[config.mk]
export PLATFORM = sky130hd
export DESIGN_NAME = hilo_muldiv_controller
export DESIGN_NICKNAME = d
export VERILOG_FILES = /design/src/rtl/hilo_muldiv_controller.sv
export SDC_FILE = /design/constraint.sdc
export NUM_CORES = 1
export LEC_CHECK = 0
export CORE_MARGIN = 2
export CORE_UTILIZATION = 45
export DETAILED_ROUTE_END_ITERATION = 12
export PLACE_DENSITY_LB_ADDON = 0.05
export SETUP_SLACK_MARGIN = 0.3
export SYNTH_ARGS = -nofsm -noshare
export SYNTH_HDL_FRONTEND = slang
export SYNTH_SLANG_ARGS = --single-unit
[constraint.sdc]
create_clock -name clk -period 4.6 [get_ports clk]
set_input_delay 0.69 -clock clk [delete_from_list [all_inputs] [get_ports clk]]
set_output_delay 0.69 -clock clk [all_outputs]
set_load 0.01 [all_outputs]
[src/rtl/hilo_muldiv_controller.sv]
// hilo_muldiv_controller
//   Multi-cycle multiply/divide unit that owns the HI/LO register pair.
//   MULT/MULTU use radix-2 shift-add and DIV/DIVU use restoring division.
//   Both work on operand magnitudes and apply signs in a final fix-up cycle.
//   From accept to the HI/LO write takes 33 enabled edges. MTHI/MTLO write
//   HI or LO directly at the accept edge.
//
// Ports
//   clk        : clock, rising edge
//   reset      : asynchronous, active-low reset
//   clk_enable : when 0, all state holds (op counter frozen)
//   start      : request to launch op
//   op         : 000 MULT, 001 MULTU, 010 DIV, 011 DIVU, 100 MTHI, 101 MTLO
//   srca, srcb : operands (srca is also the MTHI/MTLO data)
//   rd_req     : datapath is executing MFHI/MFLO
//   busy       : mul/div in progress
//   stall      : busy & (rd_req | start)
//   done       : one-cycle pulse after HI/LO are written
//   hi, lo     : HI/LO registers
//
// state  | meaning
// -------+---------------------------------------------------------
// IDLE   | waiting for start; MTHI/MTLO complete here
// MUL    | 32 shift-add steps on magnitudes
// DIV    | 32 restoring-division steps on magnitudes
// FIX    | apply signs / divide-by-zero result, write HI/LO, pulse done
module hilo_muldiv_controller (
  input  logic        clk,
  input  logic        reset,
  input  logic        clk_enable,
  input  logic        start,
  input  logic [2:0]  op,
  input  logic [31:0] srca,
  input  logic [31:0] srcb,
  input  logic        rd_req,
  output logic        busy,
  output logic        stall,
  output logic        done,
  output logic [31:0] hi,
  output logic [31:0] lo
);

  localparam logic [1:0] S_IDLE = 2'd0;
  localparam logic [1:0] S_MUL  = 2'd1;
  localparam logic [1:0] S_DIV  = 2'd2;
  localparam logic [1:0] S_FIX  = 2'd3;

  localparam logic [2:0] OP_MULT  = 3'b000;
  localparam logic [2:0] OP_MULTU = 3'b001;
  localparam logic [2:0] OP_DIV   = 3'b010;
  localparam logic [2:0] OP_DIVU  = 3'b011;
  localparam logic [2:0] OP_MTHI  = 3'b100;
  localparam logic [2:0] OP_MTLO  = 3'b101;

  logic [1:0]  state_q, state_d;
  logic [4:0]  cnt_q, cnt_d;
  // MUL: {partial product high, multiplier shifting out}
  // DIV: {remainder, dividend shifting out / quotient shifting in}
  logic [63:0] acc_q, acc_d;
  logic [31:0] opb_q, opb_d;       // multiplicand or divisor magnitude
  logic        is_div_q, is_div_d;
  logic        neg_lo_q, neg_lo_d; // negate product / quotient
  logic        neg_hi_q, neg_hi_d; // negate remainder
  logic        divz_q, divz_d;
  logic        done_q, done_d;
  logic [31:0] hi_q, hi_d;
  logic [31:0] lo_q, lo_d;

  logic        a_neg, b_neg;
  logic [31:0] a_mag, b_mag;
  logic [32:0] mul_sum;
  logic [63:0] mul_next;
  logic [32:0] div_shift;
  logic [31:0] div_diff;
  logic        div_ge;
  logic [63:0] div_next;
  logic [63:0] prod_fix;
  logic [31:0] quo_fix, rem_fix;

  always_comb begin
    // op[0]==0 selects the signed flavours (MULT, DIV)
    a_neg = ~op[0] & srca[31];
    b_neg = ~op[0] & srcb[31];
    a_mag = a_neg ? (32'd0 - srca) : srca;
    b_mag = b_neg ? (32'd0 - srcb) : srcb;

    mul_sum  = {1'b0, acc_q[63:32]} + (acc_q[0] ? {1'b0, opb_q} : 33'd0);
    mul_next = {mul_sum, acc_q[31:1]};

    div_shift = {acc_q[63:32], acc_q[31]};
    div_ge    = (div_shift >= {1'b0, opb_q});
    // Only used when div_ge, so the difference always fits in 32 bits
    div_diff  = div_shift[31:0] - opb_q;
    div_next  = {(div_ge ? div_diff : div_shift[31:0]), acc_q[30:0], div_ge};

    prod_fix = neg_lo_q ? (64'd0 - acc_q) : acc_q;
    quo_fix  = neg_lo_q ? (32'd0 - acc_q[31:0]) : acc_q[31:0];
    rem_fix  = neg_hi_q ? (32'd0 - acc_q[63:32]) : acc_q[63:32];
  end

  always_comb begin
    state_d  = state_q;
    cnt_d    = cnt_q;
    acc_d    = acc_q;
    opb_d    = opb_q;
    is_div_d = is_div_q;
    neg_lo_d = neg_lo_q;
    neg_hi_d = neg_hi_q;
    divz_d   = divz_q;
    hi_d     = hi_q;
    lo_d     = lo_q;
    done_d   = 1'b0;

    if (clk_enable) begin
      case (state_q)
        S_IDLE: begin
          if (start) begin
            case (op)
              OP_MULT, OP_MULTU: begin
                state_d  = S_MUL;
                cnt_d    = 5'd0;
                acc_d    = {32'd0, b_mag};
                opb_d    = a_mag;
                is_div_d = 1'b0;
                neg_lo_d = a_neg ^ b_neg;
                neg_hi_d = 1'b0;
                divz_d   = 1'b0;
              end
              OP_DIV, OP_DIVU: begin
                state_d  = S_DIV;
                cnt_d    = 5'd0;
                acc_d    = {32'd0, a_mag};
                opb_d    = b_mag;
                is_div_d = 1'b1;
                neg_lo_d = a_neg ^ b_neg;
                neg_hi_d = a_neg;
                divz_d   = (srcb == 32'd0);
              end
              OP_MTHI: hi_d = srca;
              OP_MTLO: lo_d = srca;
              default: ;
            endcase
          end
        end
        S_MUL: begin
          acc_d = mul_next;
          cnt_d = cnt_q + 5'd1;
          if (cnt_q == 5'd31) state_d = S_FIX;
        end
        S_DIV: begin
          acc_d = div_next;
          cnt_d = cnt_q + 5'd1;
          if (cnt_q == 5'd31) state_d = S_FIX;
        end
        S_FIX: begin
          if (is_div_q) begin
            // Divide-by-zero: the magnitude loop leaves |srca| as the
            // remainder, so the signed remainder already equals srca
            hi_d = rem_fix;
            lo_d = divz_q ? 32'hFFFF_FFFF : quo_fix;
          end else begin
            hi_d = prod_fix[63:32];
            lo_d = prod_fix[31:0];
          end
          done_d  = 1'b1;
          state_d = S_IDLE;
        end
        default: state_d = S_IDLE;
      endcase
    end
  end

  always_ff @(posedge clk or negedge reset) begin
    if (!reset) begin
      state_q  <= S_IDLE;
      cnt_q    <= 5'd0;
      acc_q    <= 64'd0;
      opb_q    <= 32'd0;
      is_div_q <= 1'b0;
      neg_lo_q <= 1'b0;
      neg_hi_q <= 1'b0;
      divz_q   <= 1'b0;
      done_q   <= 1'b0;
      hi_q     <= 32'd0;
      lo_q     <= 32'd0;
    end else begin
      state_q  <= state_d;
      cnt_q    <= cnt_d;
      acc_q    <= acc_d;
      opb_q    <= opb_d;
      is_div_q <= is_div_d;
      neg_lo_q <= neg_lo_d;
      neg_hi_q <= neg_hi_d;
      divz_q   <= divz_d;
      done_q   <= done_d;
      hi_q     <= hi_d;
      lo_q     <= lo_d;
    end
  end

  assign busy  = (state_q != S_IDLE);
  assign stall = busy & (rd_req | start);
  assign done  = done_q;
  assign hi    = hi_q;
  assign lo    = lo_q;

endmodule

# == After elaboration in Yosys (flattened, before gate mapping) ==
# Cells that the tools add are included.
# word_totals
reg_bits,172
input_bits,72
output_inout_bits,67
word_cells,92
# classes
n_addsub,8
order_cmp,1
eq_ne,15
mux,32
bitwise_logic,6
n_reduce_logical,19
# op_table
operator,n
32-bit 2-to-1 mux,13
32-bit case mux with 2 select lines,3
64-bit case mux with 3 select lines,1
64-bit 2-to-1 mux,2
64-bit case mux with 2 select lines,1
"1-bit by 32-bit subtractor with 32-bit output, first input constant",4
"1-bit by 64-bit subtractor with 64-bit output, first input constant",1
32-bit by 32-bit adder with 33-bit output,1
33-bit by 32-bit greater-or-equal comparator with 1-bit output,1
32-bit zero test,1
32-bit subtractor,1
4-bit AND reduction,7
5-bit 2-to-1 mux,2
5-bit case mux with 2 select lines,1
2-bit nonzero test,4
"3-bit by 2-bit equality test with 1-bit output, second input constant",2
"3-bit equality test, second input constant",2
"2-bit by 1-bit inequality test with 1-bit output, second input constant",3
1-bit case mux with 2 select lines,3
2-bit case mux with 3 select lines,1
2-bit OR reduction,3
"5-bit by 1-bit adder with 5-bit output, second input constant",1
"5-bit equality test, second input constant",1
"2-bit equality test, second input constant",2
other kinds (15),20

# == Logic depth before layout (Yosys ltp) ==
# Gate-level depths: netlist (run 1).
# logic_depth
word_depth,6
ltp_mapped,15
depth_no_buf,14

# == Worst setup path after synthesis (run 1) ==
# OpenSTA, ideal clock, no wires.
# synth_path
path_kind,register -> register
start,reg acc_q[31]
end,reg acc_q[62]
setup_ns,0.132
arrival_time_ns,3.068
required_time_ns,4.468
path_slack_ns,1.400
path_stages_with_launch,16
n_path_buf,1
synth_period_minus_slack_ns,3.200
path_cell_list,dfrtp_1 > clkbuf_1 > inv_1 > ha_1 > inv_1 > fa_1 > a21o_1 > a221o_1 > a211oi_1 > o21ai_1 > a31oi_1 > a21oi_1 > o22ai_1 > xnor2_1 > a221oi_1 > o21ai_1
# synth_via
elab_chain_cells,3
word_cells_on_any_way,4
classes_between,add/sub: 1; order compare: 1; mux: 2
# synth_lines
element,line_no,text
start: declaration,59,"logic [63:0] acc_q, acc_d;"
start signal: assignment,177,acc_q <= 64'd0;
start signal: assignment,189,acc_q <= acc_d;
32-bit subtractor or 33-bit by 32-bit greater-or-equal comparator with 1-bit output (tied branches),"93, 91",
32-bit 2-to-1 mux (*),94,"div_next = {(div_ge ? div_diff : div_shift[31:0]), acc_q[30:0], div_ge};"
64-bit case mux with 3 select lines (*),115,case (state_q)
# Every way passes the cells marked *; elsewhere a longest branch is shown, timed or not.
# A chain may end at the register's enable or synchronous reset.

# == Worst setup path after layout (run 1) ==
# layout_path
start,reg acc_q[0]
end,reg acc_q[63]
# layout_via
elab_chain_cells,3
# layout_lines
element,line_no,text
32-bit 2-to-1 mux,87,"mul_sum = {1'b0, acc_q[63:32]} + (acc_q[0] ? {1'b0, opb_q} : 33'd0);"
32-bit by 32-bit adder with 33-bit output,87,
64-bit case mux with 3 select lines,115,
# Every way passes these cells.

==> results.ini, run 1 <==
[timing]
setup_violations=0
worstMarginPinSlew_ns=1.01
relSlewSlack_pct=32.6
finalClockSkew_ns=0.0168
fin_tns_setup_ns=0
grt_setup_unrepaired=no
drv_slew=0
finalHoldViolCount=0
post-route-min-period_ns=3.89
min_period_over_period_pct=84.7
fmax_mhz=257

[power]
power_density_mw_per_mm2=686
p_leak_nw=7.71
peakVddDrop_v=0.000334

[clock_network]
cts_hold_buf=0
clock_latency_ns=0.47
cts_root_buffer=clkbuf_16
htreeDepth=4
postCtsSetupBuffers=0
path_clk_slew_ns=0.07
cts_tree=built
clockBufferDepth=2
clock_sinks=172
cts_resized=0
numCtsBuffers=17

[floorplan]
coreArea_mm2=0.0334
initial_utilization_pct=45.6
rows=67
die_area_mm2=0.0354
fp.dieW_um=188
pin_count=139
die_h_um=188

[placement]
gp_congestion=0.948
io_buffer_count=138
dp_hpwl_um=46000

[setup_path]
path_cells=inv_1 > buf_4 > nor2_1 > ha_1 > and4_1 > nand4_1 > nor2_1 > a221oi_1 > a31oi_1 > a21oi_1 > nand2b_1 > a211oi_1 > a221oi_1 > nand2_1
r2r-end=acc_q[63]
crit_path_start_kind=flip-flop
startpoint=acc_q[0]
crit_arrival_ns=4.25
worstReg2RegStart=acc_q[0]
worstPathMaxFanout=22
r2r_cells=14
cpPeakStageDelay_ns=0.60
crit_path_end_kind=flip-flop
r2r_slack_ns=0.71
crit_required_ns=4.95
path_class=flip-flop to flip-flop
crit_slowest_cell=a221oi_1

[route]
wl_met2_um=26100
top_layer=met4
num_vias=15700
viasPerCell=6.15
firstDrtPassIters=6
wl_um=60100
ant_nets=0
drt-initial-drc-count=1637
dr_wl_met3_um=4870
wire_per_inst_um=23.5
m1WireLength_um=26900
drcViolationCount=0

[global_routing]
grt_max_degree=93
antenna_found_initial=0
grt_pass1_wl_um=91200
grt_overflow=0
grt_pass1_vias=14800
grt_use_total_pct=33.9

[run_status]
outcome=complete, no violations

[hold_path]
min_path_type=primary input to async pin

[synthesis]
dominantRegCellSynth=dfrtp_1
ys_seq_elements=172
syn_avg_cell_area_um2=7.52
synthesis.nets=2179
synth_edf_count=0
ys_warn_count=0
async_flop_share_pct=100
netlist_area_mm2=0.0152
yosysSeqAreaShare_pct=28.2
synth_cell_types=76
syn_inst=2029

[cells_and_area]
nets=2248
area_growth_pct=16.0
n_antenna_cell=0
drive_gt1_share_pct=6.21
fillCellCount=3301
post-route-util_pct=52.9

[run]
drv_cap=0

-- critical path: cells and delay by family, from the launching register on --
family,cells,cell delay (ns)
and+or+nand+nor,6,0.78
AOI/OAI and AO/OA,5,1.42
buffers and inverters,2,0.72
DFF,1,0.46
adders and majority gates,1,0.38
-- layer usage --
layer / track usage, % / vias up
met1: 47.4 / 7495
met4: 12.8 / 0
met3: 6.44 / 117
li1: - / 7403
met2: 51.7 / 726
met5: 0 / -
-- sequential cells by signal, indices dropped and copies added, names as in the netlist --
signal / count
is_div_q: 1
neg_hi_q: 1
neg_lo_q: 1
acc_q: 64
cnt_q: 5
divz_q: 1
hi: 32
opb_q: 32
done: 1
state_q: 2
lo: 32
-- cells by family after synthesis --
group | count (synthesis) | synth area share [%]
compound gates | 712 | 28.5
simple gates | 662 | 20.0
buf+inv | 209 | 5.29
flops | 172 | 28.2
xor+xnor | 171 | 9.82
fa+ha+maj | 78 | 6.50
mux | 25 | 1.68
-- power by group --
| part | switching, mW | internal (mW) |
|---|---|---|
| registers | 0.757 | 2.14 |
| logic | 4.68 | 3.02 |
| clock network | 0.720 | 0.825 |
-- stage by stage --
stage | hold slack, ns | total power [mW] | area [um^2] | instances | setup slack, ns
floorplan | 0.394 | 7.82 | 15200 | 2029 | 1.40
global placement | 0.459 | 10.4 | 17100 | 2527 | 0.855
detailed placement | 0.465 | 10.5 | 17100 | 2527 | 0.784
CTS | 0.225 | 12.0 | 17700 | 2559 | 0.877
global route | 0.251 | 13.0 | 17700 | 2559 | 0.555
finish | 0.205 | 12.1 | 17700 | 2559 | 0.705
-- Yosys cell counts, drive strengths merged (16+ instances only) --
master    n  area share [%]
nor4     16            0.89
a21oi   167             5.5
nand2   274             6.8
dfrtp   172              28
a21o     37             1.8
inv      63             1.6
o21ai   259             8.6
a31oi    21            0.86
a22oi    48             2.4
a211oi   27             1.3
mux2i    20             1.3
clkbuf  121             3.0
o22ai    34             1.4
ha       76             6.2
nor3     43             1.5
nand2b   19            0.78
xor2     72             4.1
xnor2    99             5.7
buf      25            0.76
nand3    26            0.85
or3      23            0.98
o31ai    24             1.2
nor2    177             4.4
-- how the worst max path moves through the flow --
stage	slack, ns	cells after the start	end
4_1_cts	0.88	14	acc_q[63]
2_1_floorplan	1.40	15	acc_q[62]
5_1_grt	0.56	14	acc_q[63]
3_5_place_dp	0.78	11	acc_q[31]
6_report	0.71	14	acc_q[63]
3_3_place_gp	0.86	11	acc_q[31]
-- cell type report --
cell class,instances,area [um^2],area share [%]
well taps,448,561,3.17
flip-flops and latches,172,4300,24.3
clock buffers,18,439,2.48
inverters,63,236,1.34
repair buffers,196,1840,10.4
clock inverters,14,155,0.877
multi-input cells,1648,10200,57.4
-- cells in the final DEF (no fill, tap or decap), drive strengths merged, types with 13 or more instances in the layout --
cell | Yosys | final
xor2 | 72 | 72
nand3 | 26 | 26
nor2 | 177 | 177
nand2 | 274 | 274
or3 | 23 | 23
nor4 | 16 | 16
inv | 63 | 69
nor3 | 43 | 43
nand2b | 19 | 19
xnor2 | 99 | 99
a22oi | 48 | 48
mux2i | 20 | 20
or4 | 15 | 15
a21oi | 167 | 167
o21ai | 259 | 259
nor2b | 14 | 14
o31ai | 24 | 24
a21o | 37 | 37
o41ai | 14 | 14
a22o | 13 | 13
buf | 25 | 60
ha | 76 | 76
a31oi | 21 | 21
nand4 | 14 | 14
clkbuf | 121 | 18
clkdlybuf4s50 | 0 | 136
o22ai | 34 | 34
a211oi | 27 | 27
dfrtp | 172 | 172
Note: power is estimated with default switching activity, not from simulation.
==> run 2, diff against run 1 <==
==> constraint.sdc (replaced) <==
create_clock -name clk -period 3.62 [get_ports clk]
set_input_delay 0.543 -clock clk [delete_from_list [all_inputs] [get_ports clk]]
set_output_delay 0.543 -clock clk [all_outputs]
set_load 0.01 [all_outputs]
==> run 2 against run 1 <==
Compared with the run above: via count rose by 3.6%; maximum frequency rose by 19%; hold slack got worse by 0.069 ns; core utilization rose by 3.5 points; highest routed layer unchanged; largest power group unchanged.
==> results.ini, run 2 (synthesis results as in run 1) <==
[cells_and_area]
largest_reg_flops=64
layout_common_cells=273 x nand2_1, 239 x o21ai_0, 176 x nor2_1, 172 x dfrtp_1, 161 x a21oi_1
n_antenna_cell=0
top_register=acc_q
layout_commonest_cell=nand2_1
area_growth_pct=23.6
fillCellCount=3234
drive_gt1_share_pct=12.6
post-route-util_pct=56.4
nets=2357

[floorplan]
initial_utilization_pct=45.6
coreArea_mm2=0.0334
pin_count=139
die_area_mm2=0.0354
fp.dieW_um=188
die_h_um=188
rows=67

[clock_network]
clock_sinks=172
path_clk_slew_ns=0.08
htreeDepth=4
cts_tree=built
clockBufferDepth=2
cts_hold_buf=0
cts_root_buffer=clkbuf_16
numCtsBuffers=17
clock_latency_ns=0.46

[power]
p_leak_nw=8.32
peakVddDrop_v=0.000500
power_density_mw_per_mm2=864

[route]
drcViolationCount=0
viasPerCell=6.12
ant_nets=0
firstDrtPassIters=6
num_vias=16300
wire_per_inst_um=23.3
drt-initial-drc-count=1620
wl_um=62200

[placement]
gp_congestion=0.967
dp_hpwl_um=48600
io_buffer_count=138

[setup_path]
critPathTopFamily=compound AO/OA/AOI/OAI gates
path_depth=16
crit_arrival_ns=3.60
r2r_slack_ns=0.34
path_class=flip-flop to flip-flop
r2r_cells=16
critPathBufInv=4
worstPathMaxFanout=3
crit_path_start_kind=flip-flop
path_cells=inv_1 > ha_2 > inv_2 > fa_2 > a21o_1 > a221o_1 > a211oi_2 > buf_4 > o21ai_4 > buf_6 > a31o_4 > a31oi_4 > xor2_1 > nor2_1 > a21oi_1 > o221ai_1
worstReg2RegStart=acc_q[31]
crit_path_end_kind=flip-flop
crit_required_ns=3.94
r2r-end=acc_q[56]
crit_slowest_cell=dfrtp_1
cpPeakStageDelay_ns=0.39

[global_routing]
grt_overflow=0
grt_pass1_wl_um=92400
grt_max_degree=81
grt_pass1_vias=15100
grt_use_total_pct=34.5
antenna_found_initial=0

[timing]
setup_violations=0
drv_slew=0
relSlewSlack_pct=33.0
finalHoldViolCount=0
grt_setup_unrepaired=yes
min_period_over_period_pct=90.6
fin_tns_setup_ns=0
post-route-min-period_ns=3.28
fmax_mhz=305
worstMarginPinSlew_ns=1.01
finalClockSkew_ns=0.0153

[hold_path]
min_path_type=primary input to async pin

[run_status]
outcome=complete, no violations

[run]
drv_cap=0

-- run 2: cell count changes in the layout (fill, tap and decap cells not counted), moves of 3 or more --
| cell | delta |
|---|---|
| a31oi_2 | +4 |
| buf_12 | +3 |
| a21oi_1 | -6 |
| buf_4 | +103 |
| o21ai_0 | -6 |
| a21oi_2 | +6 |
| o21ai_4 | +3 |
| ha_2 | +4 |
| ha_1 | -6 |
| a31oi_1 | -6 |
-- run 2: how the worst max path moves through the flow --
stage               slack, ns  startpoint         to
floorplan                0.42   acc_q[31]  acc_q[62]
global route             0.15   acc_q[31]  acc_q[56]
detailed placement       0.12    srca[10]  acc_q[29]
CTS                      0.26   acc_q[31]  acc_q[62]
global placement         0.14   acc_q[31]  acc_q[60]
finish                   0.34   acc_q[31]  acc_q[56]
-- run 2: layout make-up --
class | count | area [um^2] | share of cell area (%)
Sequential cell | 172 | 4300 | 22.8
Clock inverter | 14 | 205 | 1.09
Inverter | 63 | 236 | 1.25
Timing Repair Buffer | 304 | 2690 | 14.3
Tap cell | 448 | 561 | 2.97
Clock buffer | 18 | 439 | 2.33
Multi-Input combinational cell | 1649 | 10400 | 55.2
-- run 2: metrics by stage --
stage / area [um^2] / setup WS (ns) / std cells / power (mW) / hold slack, ns
finish: 18800 / 0.339 / 2668 / 16.3 / 0.136
global route: 18800 / 0.153 / 2668 / 17.4 / 0.197
CTS: 18500 / 0.256 / 2655 / 15.9 / 0.159
detailed placement: 17800 / 0.121 / 2621 / 13.7 / 0.467
global placement: 17800 / 0.137 / 2621 / 13.6 / 0.461
floorplan: 15200 / 0.420 / 2029 / 9.94 / 0.247
-- run 2: power breakdown --
group	switching (mW)	internal (mW)	leakage, nW
Combinational	6.38	4.33	5.84
Sequential	0.722	2.73	2.18
Clock	0.925	1.19	0.307
Total	8.03	8.25	8.32
-- run 2: timing repair --
item / 4_1_cts / 5_1_grt
setup buffers: 2 / 12
gates resized for setup: 10 / 47
setup endpoints to repair: 7 / 36
pin swaps: 4 / 18
cloned: 0 / 1
-- run 2: layer usage --
metal	global-route usage [%]	part of all wire [%]	vias up	wire (um)
li1	-	-	7633	-
met1	48.6	45	7796	27800
met2	52.5	43	775	27000
met3	6.40	8.5	111	5270
met4	13.1	3.3	0	2070
met5	0	0	-	0
==> run 3, diff against run 2 <==
--- a/config.mk
+++ b/config.mk
@@ -5,8 +5,9 @@
 export SDC_FILE = /design/constraint.sdc
 export NUM_CORES = 1
 export LEC_CHECK = 0
-export CORE_MARGIN = 2
-export CORE_UTILIZATION = 45
+export CORE_MARGIN = 3
+export CORE_UTILIZATION = 40
+export CTS_CLUSTER_DIAMETER = 50
 export DETAILED_ROUTE_END_ITERATION = 12
 export PLACE_DENSITY_LB_ADDON = 0.05
 export SETUP_SLACK_MARGIN = 0.3
==> run 3 against run 2 <==
Compared with the run above: clock power decreased by 9.9%; combinational power about the same; sequential share of layout area increased by 0.12 points; global-route usage decreased by 4.1 points; register-to-register slack about the same; sequential power increased by 1%; design area decreased by 0.49%; critical path type unchanged.
==> results.ini, run 3 (synthesis results as in run 1) <==
[run_status]
outcome=complete, no violations

[timing]
setup_violations=0
post-route-min-period_ns=3.27
fmax_mhz=306
worstMarginPinSlew_ns=0.782
fin_tns_setup_ns=0
relSlewSlack_pct=47.9
finalClockSkew_ns=0.0139
min_period_over_period_pct=90.2
finalHoldViolCount=0
drv_slew=0
grt_setup_unrepaired=yes

[power]
power_density_mw_per_mm2=855
swShare_pct=50.1
switchingPower_mw=8.03
combPwrFrac_pct=66.3
p_seq_share_pct=21.7
p_leak_nw=8.25
power_frac_clock_pct=11.9
peakVddDrop_v=0.000520
internal_power_mw=8.01

[cells_and_area]
design_area_mm2=0.0188
largest_reg_flops=64
area_growth_pct=23.0
fillCellCount=3717
drive_gt1_share_pct=12.3
top_register=acc_q
layout_common_cells=273 x nand2_1, 241 x o21ai_0, 176 x nor2_1, 171 x dfrtp_1, 160 x a21oi_1
layout_commonest_cell=nand2_1
n_antenna_cell=0
nets=2349

[route]
drcViolationCount=0
firstDrtPassIters=8
wl_um=63700
viasPerCell=5.96
num_vias=16200
ant_nets=0
drt-initial-drc-count=1618
wire_per_inst_um=23.5

[setup_path]
r2r_cells=11
crit_arrival_ns=3.62
crit_path_start_kind=flip-flop
crit_required_ns=3.98
crit_path_end_kind=flip-flop
worstPathMaxFanout=5
path_class=flip-flop to flip-flop

[floorplan]
die_area_mm2=0.0405
rows=70
coreArea_mm2=0.0370
fp.dieW_um=201
die_h_um=201
initial_utilization_pct=41.2
pin_count=139

[clock_network]
clock_sinks=172
clock_latency_ns=0.46
cts_tree=built
clockBufferDepth=2
path_clk_slew_ns=0.07
numCtsBuffers=17
cts_root_buffer=clkbuf_16
htreeDepth=4

[global_routing]
grt_overflow=0
grt_max_degree=73
grt_use_total_pct=30.5
grt_pass1_vias=15400
grt_pass1_wl_um=94900
antenna_found_initial=0

[placement]
gp_congestion=0.985
io_buffer_count=138
dp_hpwl_um=50000
placement.cell_area_mm2=0.0179

[hold_path]
min_path_type=primary input to async pin

[run]
drv_cap=0

-- run 3: timing repair --
action                     4_1_cts  5_1_grt
hold endpoints to repair         0        0
hold buffers                     0        0
buffers inserted                 1        5
pin swaps                        3       17
gates resized for setup          9       43
setup endpoints to repair       12       21
-- run 3: final cells by class --
cell class              count  area [um^2]  area share [%]
flip-flops and latches    172         4310            23.0
well taps                 504          631            3.36
inverters                  63          236            1.26
clock buffers              20          467            2.49
clock inverters            12          113           0.600
multi-input cells        1648        10400            55.4
repair buffers            297         2610            13.9
-- run 3: path summary, 6_finish.rpt --
check                          start   endpoint  slack, ns
max in group asynchronous      reset  acc_q[36]       2.72
min in group clk              lo[26]     lo[26]       0.48
max reg2reg                acc_q[39]     hi[31]       0.35
min reg2reg                   lo[26]     lo[26]       0.48
max                        acc_q[39]     hi[31]       0.35
min                            reset     hi[31]       0.01
-- run 3: routing by layer --
metal	global-route usage, %	wire [um]	part of all wire (%)
met2	47.0	27800	44
met1	43.0	29000	45
met3	5.68	4830	7.6
met5	0	0	0
met4	10.2	2120	3.3
-- run 3: worst max-delay path: stages, from the launching register on --
cell and delay [ns]:
dfrtp_1 0.44, buf_4 0.19, nor3_2 0.45, nand2b_1 0.26
nor3_1 0.52, and2_1 0.35, a22o_1 0.21, nand2_1 0.11
o21ai_1 0.17, xor2_1 0.19, a211oi_1 0.11, a21o_1 0.17
-- run 3: power groups by stage --
stage	logic (mW)	clock network, mW	registers [mW]
5_1_grt	11.6	2.01	3.58
2_1_floorplan	6.53	0	3.41
3_3_place_gp	10.3	0	3.48
4_1_cts	10.3	1.93	3.46
3_5_place_dp	10.3	0	3.50
6_report	10.6	1.91	3.49
-- run 3: through the flow --
| step | instances | utilization, % | setup slack (ns) | total power [mW] | hold slack (ns) |
|---|---|---|---|---|---|
| floorplan | 2029 | - | 0.420 | 9.94 | 0.247 |
| global placement | 2678 | 48.3 | 0.135 | 13.8 | 0.462 |
| detailed placement | 2678 | 48.3 | 0.135 | 13.8 | 0.466 |
| CTS | 2711 | 50.0 | 0.304 | 15.7 | 0.0319 |
| global route | 2716 | 50.6 | 0.200 | 17.2 | 0.0329 |
| finish | 2716 | 50.6 | 0.353 | 16.0 | 0.0126 |
